===== src/rtl/game_master_pkg.sv =====
// ---------------------------------------------------------------------------
// game_master_pkg
//   Shared constants for the multi-target game master:
//     - default parameter values for the top level
//     - FSM state encodings (3-bit, kept as plain constants so older
//       blocks that compare raw state codes keep working)
//     - popcount8 helper used for scoring simultaneous hits
// ---------------------------------------------------------------------------
package game_master_pkg;

    localparam int DEF_N_TARGETS   = 2;
    localparam int DEF_N_SHOTS     = 3;
    localparam int DEF_SCORE_WIDTH = 8;
    localparam int DEF_SHOT_WIDTH  = 4;

    // Largest supported target count; popcount8 covers this width.
    localparam int MAX_TARGETS = 8;

    typedef logic [2:0] state_t;

    localparam logic [2:0] ST_START  = 3'd0;
    localparam logic [2:0] ST_AIM    = 3'd1;
    localparam logic [2:0] ST_SHOOT  = 3'd2;
    localparam logic [2:0] ST_RELOAD = 3'd3;
    localparam logic [2:0] ST_END    = 3'd4;

    // Number of set bits in an 8-bit vector (0..8).
    function automatic logic [3:0] popcount8(input logic [7:0] v);
        logic [3:0] cnt;
        cnt = 4'd0;
        for (int i = 0; i < 8; i++) begin
            cnt = cnt + {3'b000, v[i]};
        end
        return cnt;
    endfunction

endpackage


===== src/rtl/game_hit_tracker.sv =====
// ---------------------------------------------------------------------------
// game_hit_tracker
//   Remembers which targets have been hit in the current game and keeps a
//   saturating cumulative score.
//
//   Ports:
//     clk, reset     clock, asynchronous active-high reset
//     clear          clear hit_mask (score is kept)
//     update_en      accept this cycle's collisions
//     collision      raw torpedo/target overlap flags
//     hit_mask       registered set of targets already hit
//     hit_mask_next  value hit_mask takes at the next edge
//     all_hit        every target is hit once this cycle's hits are merged
//     any_new        at least one collision on a not-yet-hit target
//     score          registered saturating hit count since reset
// ---------------------------------------------------------------------------
module game_hit_tracker
    import game_master_pkg::*;
#(
    parameter int N_TARGETS   = DEF_N_TARGETS,
    parameter int SCORE_WIDTH = DEF_SCORE_WIDTH
) (
    input  logic                   clk,
    input  logic                   reset,
    input  logic                   clear,
    input  logic                   update_en,
    input  logic [N_TARGETS-1:0]   collision,
    output logic [N_TARGETS-1:0]   hit_mask,
    output logic [N_TARGETS-1:0]   hit_mask_next,
    output logic                   all_hit,
    output logic                   any_new,
    output logic [SCORE_WIDTH-1:0] score
);

    logic [N_TARGETS-1:0]   hit_mask_q;
    logic [N_TARGETS-1:0]   hit_mask_d;
    logic [N_TARGETS-1:0]   newly_hit;
    logic [SCORE_WIDTH-1:0] score_q;
    logic [SCORE_WIDTH-1:0] score_d;
    logic [7:0]             newly_hit_ext;
    logic [3:0]             new_count;
    // Four spare bits so the sum of score and up to 8 hits cannot wrap.
    logic [SCORE_WIDTH+3:0] score_sum;
    logic [SCORE_WIDTH+3:0] score_max;

    // A target that is already hit cannot score again this game.
    generate
        for (genvar gi = 0; gi < N_TARGETS; gi++) begin : g_newly
            assign newly_hit[gi] = collision[gi] & ~hit_mask_q[gi];
        end
    endgenerate

    always_comb begin
        newly_hit_ext                = '0;
        newly_hit_ext[N_TARGETS-1:0] = newly_hit;
    end

    assign new_count = popcount8(newly_hit_ext);
    assign score_sum = {4'b0000, score_q} + {{SCORE_WIDTH{1'b0}}, new_count};
    assign score_max = {4'b0000, {SCORE_WIDTH{1'b1}}};

    assign any_new = |newly_hit;
    assign all_hit = &(hit_mask_q | newly_hit);

    always_comb begin
        hit_mask_d = hit_mask_q;
        score_d    = score_q;
        if (clear) begin
            hit_mask_d = '0;
        end else if (update_en) begin
            hit_mask_d = hit_mask_q | newly_hit;
            if (score_sum > score_max) begin
                score_d = {SCORE_WIDTH{1'b1}};
            end else begin
                score_d = score_sum[SCORE_WIDTH-1:0];
            end
        end
    end

    always_ff @(posedge clk or posedge reset) begin
        if (reset) begin
            hit_mask_q <= '0;
            score_q    <= '0;
        end else begin
            hit_mask_q <= hit_mask_d;
            score_q    <= score_d;
        end
    end

    assign hit_mask      = hit_mask_q;
    assign hit_mask_next = hit_mask_d;
    assign score         = score_q;

endmodule


===== src/rtl/game_master_fsm_multi.sv =====
// ---------------------------------------------------------------------------
// game_master_fsm_multi
//   Game sequencer for one torpedo against N_TARGETS moving targets with a
//   limited number of launches per game. Every output is registered: the
//   decision taken while the FSM sits in a state appears on the outputs one
//   clock later.
//
//   Ports:
//     clk, reset                     clock, asynchronous active-high reset
//     key                            fire request (level, synchronised)
//     sprite_target_write_xy/dxy     per-target position/velocity load strobes
//     sprite_target_enable_update    per-target motion enable (live targets)
//     sprite_torpedo_write_xy/dxy    torpedo position/velocity load strobes
//     sprite_torpedo_enable_update   torpedo motion enable
//     sprite_target_within_screen    per-target on-screen flags
//     sprite_torpedo_within_screen   torpedo on-screen flag
//     collision                      torpedo/target overlap flags
//     end_of_game_timer_start        one pulse per game when it ends
//     end_of_game_timer_running      end-of-game timer busy
//     game_won                       all targets hit in current/last game
//     hit_mask                       targets hit in this game
//     shots_left                     launches remaining
//     score                          saturating hit count since reset
// ---------------------------------------------------------------------------
module game_master_fsm_multi
    import game_master_pkg::*;
#(
    parameter int N_TARGETS   = DEF_N_TARGETS,
    parameter int N_SHOTS     = DEF_N_SHOTS,
    parameter int SCORE_WIDTH = DEF_SCORE_WIDTH,
    parameter int SHOT_WIDTH  = DEF_SHOT_WIDTH
) (
    input  logic                   clk,
    input  logic                   reset,
    input  logic                   key,
    output logic [N_TARGETS-1:0]   sprite_target_write_xy,
    output logic [N_TARGETS-1:0]   sprite_target_write_dxy,
    output logic [N_TARGETS-1:0]   sprite_target_enable_update,
    output logic                   sprite_torpedo_write_xy,
    output logic                   sprite_torpedo_write_dxy,
    output logic                   sprite_torpedo_enable_update,
    input  logic [N_TARGETS-1:0]   sprite_target_within_screen,
    input  logic                   sprite_torpedo_within_screen,
    input  logic [N_TARGETS-1:0]   collision,
    output logic                   end_of_game_timer_start,
    input  logic                   end_of_game_timer_running,
    output logic                   game_won,
    output logic [N_TARGETS-1:0]   hit_mask,
    output logic [SHOT_WIDTH-1:0]  shots_left,
    output logic [SCORE_WIDTH-1:0] score
);

    localparam logic [SHOT_WIDTH-1:0] SHOTS_INIT = SHOT_WIDTH'(N_SHOTS);

    state_t state_q, state_d;
    // High in the first cycle spent in a state; used for the first-SHOOT
    // velocity strobe and for skipping the timer's start latency in END.
    logic   entered_q, entered_d;

    logic [N_TARGETS-1:0]  tgt_write_xy_q,  tgt_write_xy_d;
    logic [N_TARGETS-1:0]  tgt_write_dxy_q, tgt_write_dxy_d;
    logic [N_TARGETS-1:0]  tgt_enable_q,    tgt_enable_d;
    logic                  torp_write_xy_q,  torp_write_xy_d;
    logic                  torp_write_dxy_q, torp_write_dxy_d;
    logic                  torp_enable_q,    torp_enable_d;
    logic                  timer_start_q,    timer_start_d;
    logic                  game_won_q,       game_won_d;
    logic [SHOT_WIDTH-1:0] shots_left_q,     shots_left_d;

    logic                  trk_clear;
    logic                  trk_update_en;
    logic [N_TARGETS-1:0]  trk_hit_mask;
    logic [N_TARGETS-1:0]  trk_hit_mask_next;
    logic                  trk_all_hit;
    logic                  trk_any_new;

    logic [N_TARGETS-1:0]  live_now;
    logic [N_TARGETS-1:0]  live_next;
    logic                  live_escaped;

    game_hit_tracker #(
        .N_TARGETS   (N_TARGETS),
        .SCORE_WIDTH (SCORE_WIDTH)
    ) u_hit_tracker (
        .clk           (clk),
        .reset         (reset),
        .clear         (trk_clear),
        .update_en     (trk_update_en),
        .collision     (collision),
        .hit_mask      (trk_hit_mask),
        .hit_mask_next (trk_hit_mask_next),
        .all_hit       (trk_all_hit),
        .any_new       (trk_any_new),
        .score         (score)
    );

    assign live_now  = ~trk_hit_mask;
    // Targets hit this cycle stop moving right away.
    assign live_next = ~trk_hit_mask_next;
    // Already-hit targets may drift off screen without ending the game.
    assign live_escaped = |(live_now & ~sprite_target_within_screen);

    always_comb begin
        state_d          = state_q;
        tgt_write_xy_d   = '0;
        tgt_write_dxy_d  = '0;
        tgt_enable_d     = '0;
        torp_write_xy_d  = 1'b0;
        torp_write_dxy_d = 1'b0;
        torp_enable_d    = 1'b0;
        timer_start_d    = 1'b0;
        game_won_d       = game_won_q;
        shots_left_d     = shots_left_q;
        trk_clear        = 1'b0;
        trk_update_en    = 1'b0;

        case (state_q)
            ST_START: begin
                tgt_write_xy_d  = '1;
                tgt_write_dxy_d = '1;
                torp_write_xy_d = 1'b1;
                trk_clear       = 1'b1;
                game_won_d      = 1'b0;
                shots_left_d    = SHOTS_INIT;
                state_d         = ST_AIM;
            end

            ST_AIM: begin
                tgt_enable_d = live_now;
                if (live_escaped) begin
                    timer_start_d = 1'b1;
                    state_d       = ST_END;
                end else if (key && (shots_left_q != '0)) begin
                    shots_left_d = shots_left_q - SHOT_WIDTH'(1);
                    state_d      = ST_SHOOT;
                end
            end

            ST_SHOOT: begin
                trk_update_en    = 1'b1;
                torp_enable_d    = 1'b1;
                tgt_enable_d     = live_next;
                torp_write_dxy_d = entered_q;
                // A hit wins over any simultaneous exit.
                if (trk_any_new) begin
                    if (trk_all_hit) begin
                        game_won_d    = 1'b1;
                        timer_start_d = 1'b1;
                        state_d       = ST_END;
                    end else begin
                        state_d = ST_RELOAD;
                    end
                end else if (live_escaped) begin
                    timer_start_d = 1'b1;
                    state_d       = ST_END;
                end else if (!sprite_torpedo_within_screen) begin
                    if (shots_left_q == '0) begin
                        timer_start_d = 1'b1;
                        state_d       = ST_END;
                    end else begin
                        state_d = ST_RELOAD;
                    end
                end
            end

            ST_RELOAD: begin
                torp_write_xy_d = 1'b1;
                tgt_enable_d    = live_now;
                state_d         = ST_AIM;
            end

            ST_END: begin
                // The timer reports busy only a cycle after its start
                // pulse, so its status is not trusted on the first cycle.
                if (!entered_q && !end_of_game_timer_running) begin
                    state_d = ST_START;
                end
            end

            default: begin
                state_d = ST_START;
            end
        endcase

        entered_d = (state_d != state_q);
    end

    always_ff @(posedge clk or posedge reset) begin
        if (reset) begin
            state_q          <= ST_START;
            entered_q        <= 1'b1;
            tgt_write_xy_q   <= '0;
            tgt_write_dxy_q  <= '0;
            tgt_enable_q     <= '0;
            torp_write_xy_q  <= 1'b0;
            torp_write_dxy_q <= 1'b0;
            torp_enable_q    <= 1'b0;
            timer_start_q    <= 1'b0;
            game_won_q       <= 1'b0;
            shots_left_q     <= '0;
        end else begin
            state_q          <= state_d;
            entered_q        <= entered_d;
            tgt_write_xy_q   <= tgt_write_xy_d;
            tgt_write_dxy_q  <= tgt_write_dxy_d;
            tgt_enable_q     <= tgt_enable_d;
            torp_write_xy_q  <= torp_write_xy_d;
            torp_write_dxy_q <= torp_write_dxy_d;
            torp_enable_q    <= torp_enable_d;
            timer_start_q    <= timer_start_d;
            game_won_q       <= game_won_d;
            shots_left_q     <= shots_left_d;
        end
    end

    assign sprite_target_write_xy       = tgt_write_xy_q;
    assign sprite_target_write_dxy      = tgt_write_dxy_q;
    assign sprite_target_enable_update  = tgt_enable_q;
    assign sprite_torpedo_write_xy      = torp_write_xy_q;
    assign sprite_torpedo_write_dxy     = torp_write_dxy_q;
    assign sprite_torpedo_enable_update = torp_enable_q;
    assign end_of_game_timer_start      = timer_start_q;
    assign game_won                     = game_won_q;
    assign hit_mask                     = trk_hit_mask;
    assign shots_left                   = shots_left_q;

endmodule


===== config.mk =====
export PLATFORM = sky130hd
export DESIGN_NAME = game_master_fsm_multi
export DESIGN_NICKNAME = d
export VERILOG_FILES = /design/src/rtl/game_master_pkg.sv /design/src/rtl/game_hit_tracker.sv /design/src/rtl/game_master_fsm_multi.sv
export SDC_FILE = /design/constraint.sdc
export NUM_CORES = 1
export LEC_CHECK = 0
export ABC_AREA = 1
export BUFFER_PORTS_ARGS = -buffer_cell sky130_fd_sc_hd__buf_2
export CORE_UTILIZATION = 47
export CTS_CLUSTER_DIAMETER = 150
export DETAILED_ROUTE_END_ITERATION = 8
export GPL_TIMING_DRIVEN = 0
export MAX_ROUTING_LAYER = met4
export PLACE_DENSITY = 0.82
export SLEW_MARGIN = 10
export SYNTH_ARGS = -nofsm -noshare
export SYNTH_HDL_FRONTEND = slang
export SYNTH_SLANG_ARGS = --single-unit

===== constraint.sdc =====
create_clock -name clk -period 2.08 [get_ports clk]
set_input_delay 0.208 -clock clk [delete_from_list [all_inputs] [get_ports clk]]
set_output_delay 0.208 -clock clk [all_outputs]
set_load 0.05 [all_outputs]

==> reports/results.tsv, run 1 <==
stage	metric	value	unit
status	status	finished with violations	
status	violations	design-rule violations	
sta	layout_setup_ws	0.0944	ns
synthesis	yosysWarnings	0	
die	dieArea	0.00323	sq mm
critical_path	crit_type	flop to flop	
finish	areaGrowthSynthToFinish	24.5	%
place	gp_congestion	0.864	
clock_tree	cts_buffers	3	
synthesis	synth_mux_area_share	0	%
finish	drive_gt1_share	31.0	%
worst_hold_path	hold_class	primary input to async pin	
die	pin_count	34	
power_and_ir_drop	power.leakage	0.935	nW
synthesis	synth_area	0.00142	sq mm
critical_path	r2r_cells	10	
place	numPlacedInstances	235	
clock_tree	h-tree-depth	1	
place	io_buffer_count	33	
drt	vias	1252	
synthesis	synth-seq-area-share	46.1	%
drt	post_drt_wl_per_cell	11.6	um
grt	grt_pass1_vias	1137	
synthesis	synth_top_family_by_area	simple AND/OR/NAND/NOR gates	
place	placed_area	0.00164	sq mm
power_and_ir_drop	max-vdd-ir-drop	0.677	mV
synthesis	ys_ff_latch	26	
die	num_rows	19	
drt	ant_nets	0	
finish	fin_nets	227	
synthesis	synth_fa_ha_area_share	6.72	%
die	die_h	56.9	um
drt	initialDrtViolationCount	47	
critical_path	cp.arrival	2.20	ns
finish	diodes	0	
sta	hold_viol_final	0	
clock_tree	insertion_delay	0.32	ns
synthesis	synth_cell_types	29	
synthesis	synthCells	171	
clock_tree	cts-root-buf	clkbuf_4	
synthesis	syn_nets	187	
die	fp.dieW	56.9	um
sta	max_freq	0.504	GHz
sta	finalSetupViolations	0	
die	core_area	0.00281	sq mm
sta	fin_crit	1.99	ns
sta	hold_ws	0.0675	ns
sta	slew_viol_final	0	
synthesis	yosys.area_share.simple	26.4	%
sta	clock_skew	0.00528	ns
grt	grt_max_degree	27	
grt	antenna_found_initial	0	
grt	grt_pass1_wl	4800	um
drt	dr.pass1.iters	6	
sta	max_slew_margin	36.4	%
place	dpl.hpwl	2070	um
finish	final_cells	241	
grt	grt_overflow	0	
clock_tree	clk_pin_slew	0.15	ns
finish	n_fill_cell	243	
synthesis	synth-compound-area-share	10.4	%
flow_run	max_cap_viol_count	0	
clock_tree	cts_tree	done	
finish	final_area	0.00176	sq mm
synthesis	synth_xor_area_share	1.86	%
die	start_util	50.4	%
sta	fin_crit_sh	95.5	%
finish	final_core_util	62.8	%
drt	wl	2790	um
clock_tree	ctsHoldBuffers	0	
critical_path	crit_path_max_fanout	5	
critical_path	end_kind	flop	
clock_tree	clockBufferDepth	2	
power_and_ir_drop	powerDensity	1330	mW/mm^2
drt	via_per_inst	5.20	
critical_path	worstSetupStartpointType	flop	
finish	layout.area.seq	654	sq um
place	pre_cts_ws	0.0341	ns
drt	drc	10	
sta	worst_pin_slew	0.953	ns
synthesis	postSynthAreaPerCell	8.28	sq um
finish	multi_input_area	716	sq um
critical_path	cp.required	2.30	ns
clock_tree	numClockSinks	26	
grt	grtUsageTotal	19.6	%
-- power breakdown --
| group | internal [mW] | total, mW | switching [mW] |
|---|---|---|---|
| Sequential | 0.643 | 0.759 | 0.117 |
| Clock | 0.195 | 0.350 | 0.155 |
| Combinational | 0.334 | 1.23 | 0.894 |
-- worst paths after layout --
path	from	endpoint	slack [ns]
max	u_hit_tracker.hit_mask[1]	u_hit_tracker.score[3]	0.09
min	reset	state_q[1]	0.07
max reg2reg	u_hit_tracker.hit_mask[1]	u_hit_tracker.score[3]	0.09
min reg2reg	entered_q	sprite_torpedo_write_dxy	0.49
max in group asynchronous	reset	u_hit_tracker.hit_mask[0]	1.37
min in group clk	collision[1]	sprite_target_enable_update[1]	0.21
-- Yosys cell counts --
| master | instances | share of area (%) |
|---|---|---|
| nor2_1 | 15 | 4.0 |
| o22ai_1 | 2 | 0.88 |
| a21boi_0 | 1 | 0.53 |
| nand3_4 | 1 | 1.2 |
| nor2_4 | 2 | 1.6 |
| o21ai_1 | 1 | 0.35 |
| dfrtp_1 | 25 | 44 |
| o31ai_1 | 2 | 1.1 |
| nand3_2 | 1 | 0.71 |
| o21ai_2 | 1 | 0.62 |
| inv_2 | 2 | 0.53 |
| nor3_1 | 3 | 1.1 |
| a21o_1 | 1 | 0.53 |
| nand4_1 | 1 | 0.44 |
| fa_1 | 1 | 1.4 |
| nand2_2 | 2 | 0.88 |
| ha_1 | 6 | 5.3 |
| nand2_1 | 41 | 11 |
| inv_1 | 24 | 6.4 |
| xor2_1 | 1 | 0.62 |
| o21ai_0 | 7 | 2.5 |
| dfstp_2 | 1 | 1.9 |
| buf_4 | 3 | 1.6 |
| nor3_2 | 1 | 0.71 |
| xnor2_1 | 2 | 1.2 |
| nand3_1 | 14 | 5.0 |
| a21oi_1 | 7 | 2.5 |
| a211o_1 | 1 | 0.62 |
| a31oi_1 | 2 | 0.88 |
-- critical path, stage by stage (launching register included) --
cell and delay [ns]:
dfrtp_2 0.46, nor2_4 0.12, inv_1 0.07, ha_4 0.22
ha_4 0.16, fa_2 0.37, nand2_2 0.10, nor2_4 0.06
nand3_4 0.09, a21boi_2 0.15, o21ai_0 0.09
-- stage by stage --
| stage | power, mW | TNS (ns) |
|---|---|---|
| floorplan | 1.72 | 0 |
| global placement | 1.94 | 0 |
| detailed placement | 1.96 | 0 |
| CTS | 2.31 | 0 |
| global route | 2.50 | -0.00960 |
| finish | 2.34 | 0 |
-- registers in the layout, summed over array words and instances (netlist names) --
| signal | flops |
|---|---|
| sprite_torpedo_write_xy | 1 |
| sprite_torpedo_write_dxy | 1 |
| sprite_target_write_dxy | 1 |
| shots_left | 4 |
| game_won | 1 |
| end_of_game_timer_start | 1 |
| state_q | 3 |
| u_hit_tracker.hit_mask | 2 |
| sprite_torpedo_enable_update | 1 |
| sprite_target_enable_update | 2 |
| u_hit_tracker.score | 8 |
| entered_q | 1 |
-- layout by cell type, fill, tap and decap left out, drive strengths merged, types with 2 or more instances in the layout --
| cell type | n |
|---|---|
| a21oi | 7 |
| a31oi | 2 |
| buf | 38 |
| clkbuf | 3 |
| dfrtp | 25 |
| ha | 6 |
| inv | 26 |
| nand2 | 43 |
| nand3 | 16 |
| nor2 | 17 |
| nor3 | 4 |
| o21ai | 9 |
| o22ai | 2 |
| o31ai | 2 |
| xnor2 | 2 |
-- cell families (layout without fill, tap and decap cells) --
kind of cell,Yosys count,count (layout)
AO/OA/AOI/OAI,25,25
AND/OR/NAND/NOR,81,81
flip-flops,26,26
buffers and inverters,29,68
adder cells (fa/ha/maj),7,7
XOR/XNOR,3,3
-- cell type report --
| class | instances | area share (%) |
|---|---|---|
| Inverter | 26 | 5.54 |
| Clock buffer | 3 | 1.28 |
| Clock inverter | 1 | 1.70 |
| Multi-Input combinational cell | 116 | 40.6 |
| Sequential cell | 26 | 37.1 |
| Buffer | 3 | 1.28 |
| Timing Repair Buffer | 35 | 10.2 |
| Tap cell | 31 | 2.20 |
-- routing by layer --
| layer | global-route usage (%) | vias up | wire length (um) | part of all wire [%] |
|---|---|---|---|---|
| li1 | - | 625 | - | - |
| met1 | 23.8 | 581 | 1270 | 45 |
| met2 | 33.8 | 41 | 1350 | 48 |
| met3 | 2.76 | 5 | 131 | 4.7 |
| met4 | 5.92 | 0 | 41 | 1.5 |
| met5 | - | - | 0 | 0 |
-- repair_timing --
action / in CTS / in global routing
resized for setup: 0 / 8
setup endpoints to repair: 1 / 5
pin swaps: 0 / 1
buffers inserted: 1 / 1
(Power assumes the default switching activity.)
==> run 2, diff against run 1 <==
Settings changed: CORE_MARGIN set to 4, CORE_UTILIZATION 47 to 52, CTS_CLUSTER_SIZE set to 25, PLACE_DENSITY 0.82 to 0.86.
Clock period 2.08 ns to 2 ns, I/O delays scaled along.
==> run 2 against run 1 <==
Net effect: register-to-register slack worse by 0.17 ns; total power is 7.3% higher; highest routed layer unchanged; the run ends with negative setup slack left; die area is 12% higher; sequential share of layout area is 1.5 points lower; largest power group unchanged; critical path type unchanged.
==> reports/results.tsv, run 2 (synthesized netlist as in run 1, its figures left out) <==
stage	metric	value	unit	change
power_and_ir_drop	power.leakage	0.993	nW	+6.2%
finish	multi_input_area	713	sq um	-0.35%
grt	grt.busiest_layer	met2		
sta	grt_setup_unrepaired	yes		
die	fp.dieW	60.2	um	+5.8%
finish	mostFrequentLayoutCell	nand2_1		
critical_path	crit_path_max_fanout	5		unchanged
grt	grt_overflow	0		unchanged
finish	n_fill_cell	201		-17%
grt	antenna_found_initial	0		unchanged
place	io_buffer_count	33		unchanged
grt	met1_usage	24.5	%	+0.65 points
clock_tree	h-tree-depth	1		unchanged
drt	initialDrtViolationCount	68		+45%
power_and_ir_drop	powerDensity	1360	mW/mm^2	+2.9%
finish	areaGrowthSynthToFinish	29.9	%	
grt	grt_max_degree	27		unchanged
drt	via_per_inst	5.29		+1.8%
finish	diodes	0		unchanged
clock_tree	insertion_delay	0.33	ns	about the same
finish	final_cells	249		+3.3%
finish	final_core_util	72.2	%	+9.4 points
critical_path	end_kind	flop		
sta	finalSetupViolations	5		+5
place	numPlacedInstances	234		-0.43%
status	violations	negative setup slack		
critical_path	cp.required	2.27	ns	-0.03 ns
clock_tree	numClockSinks	26		unchanged
drt	wl	3430	um	+23%
critical_path	r2r_cells	11		+1
grt	grtUsageTotal	20.4	%	+0.82 points
sta	fin_crit_sh	104	%	+8.3 points
sta	layout_setup_ws	-0.0752	ns	-0.170 ns
finish	fin_nets	236		+4.0%
clock_tree	clockBufferDepth	2		unchanged
die	dieArea	0.00362	sq mm	+12%
die	pin_count	34		unchanged
sta	max_freq	0.482	GHz	-4.3%
place	dpl.hpwl	2260	um	+9.2%
place	pre_cts_ws	-0.0554	ns	-0.0896 ns
status	status	finished with violations		
clock_tree	cts_buffers	3		unchanged
grt	met3_usage	2.59	%	-0.17 points
drt	drc	0		-10
critical_path	cp.arrival	2.34	ns	+0.14 ns
clock_tree	cts_tree	done		
sta	clock_skew	0.00111	ns	-0.00418 ns
die	num_rows	18		-1
finish	largest_register_ffs	8		unchanged
worst_hold_path	hold_class	primary input to async pin		
place	gp_congestion	0.829		-4.0%
sta	fin_crit	2.08	ns	+0.0897 ns
drt	post_drt_wl_per_cell	13.8	um	+19%
sta	hold_ws	0.0782	ns	+0.0107 ns
critical_path	worstSetupStartpointType	flop		
finish	drive_gt1_share	34.7	%	+3.8 points
critical_path	crit_type	flop to flop		
drt	dr.pass1.iters	4		-2
grt	use_met2	34.7	%	+0.88 points
finish	layout.area.seq	654	sq um	unchanged
flow_run	max_cap_viol_count	0		unchanged
sta	worst_pin_slew	0.999	ns	+0.0467 ns
sta	hold_viol_final	0		unchanged
drt	vias	1317		+5.2%
drt	ant_nets	0		unchanged
power_and_ir_drop	max-vdd-ir-drop	1.28	mV	+89%
die	start_util	55.6	%	+5.2 points
power_and_ir_drop	finalPower	2.51	mW	+7.3%
grt	grt_pass1_wl	5350	um	+12%
sta	max_slew_margin	33.3	%	-3.1 points
sta	slew_viol_final	0		unchanged
grt	grt_pass1_vias	1271		+12%
die	die_h	60.2	um	+5.8%
die	core_area	0.00254	sq mm	-9.3%
clock_tree	clk_pin_slew	0.14	ns	about the same
finish	final_cell_mix	nand2_1, buf_2, dfrtp_1, inv_1		
clock_tree	cts-root-buf	clkbuf_4		
==> run 2: changes by cell type in the layout (fill, tap and decap cells not counted), sizes merged <==
cell  before  now
buf       38   47
==> run 2: what timing repair did <==
item,4_1_cts,5_1_grt
endpoints found under the setup margin,2,8
setup buffers,6,5
hold buffers,0,0
resized for setup,3,7
pin swaps,4,8
==> run 2: layout make-up <==
| cell class | instances | share of cell area, % |
|---|---|---|
| inverter | 26 | 5.31 |
| multi-input combinational | 116 | 38.8 |
| tap | 30 | 2.04 |
| buffer | 3 | 1.23 |
| timing repair buffer | 44 | 14.2 |
| sequential | 26 | 35.6 |
| clock inverter | 1 | 1.63 |
| clock buffer | 3 | 1.23 |
==> run 2: final timing paths <==
check	from	to	slack (ns)
max	u_hit_tracker.hit_mask[1]	u_hit_tracker.score[3]	-0.08
min	reset	shots_left[1]	0.08
max reg2reg	u_hit_tracker.hit_mask[1]	u_hit_tracker.score[3]	-0.08
min reg2reg	entered_q	sprite_torpedo_write_dxy	0.50
max in group asynchronous	reset	u_hit_tracker.hit_mask[1]	1.25
min in group clk	collision[0]	sprite_target_enable_update[0]	0.21
==> run 2: critical path: stages (launching register included) <==
cell	delay [ns]
dfrtp_2	0.45
nor2_4	0.14
inv_2	0.06
ha_4	0.27
ha_4	0.12
fa_2	0.23
nand2_4	0.07
buf_12	0.13
nor2_4	0.16
nand3_2	0.12
a21boi_2	0.19
o21ai_1	0.07
==> run 2: power breakdown <==
group | internal [mW] | switching [mW]
registers | 0.668 | 0.132
clock network | 0.203 | 0.164
logic | 0.384 | 0.958
==> run 2: through the flow <==
step / setup TNS, ns / area (sq um)
global placement: -0.00534 / 1640
floorplan: -0.135 / 1440
CTS: -0.0670 / 1750
detailed placement: -0.0911 / 1640
finish: -0.272 / 1840
global route: -0.807 / 1840
==> run 2: layer usage <==
layer / vias up / share of wire, % / wire length (um)
li1: 643 / - / -
met1: 620 / 43 / 1490
met2: 47 / 50 / 1710
met3: 7 / 4.8 / 163
met4: 0 / 2.0 / 70
met5: - / 0 / 0
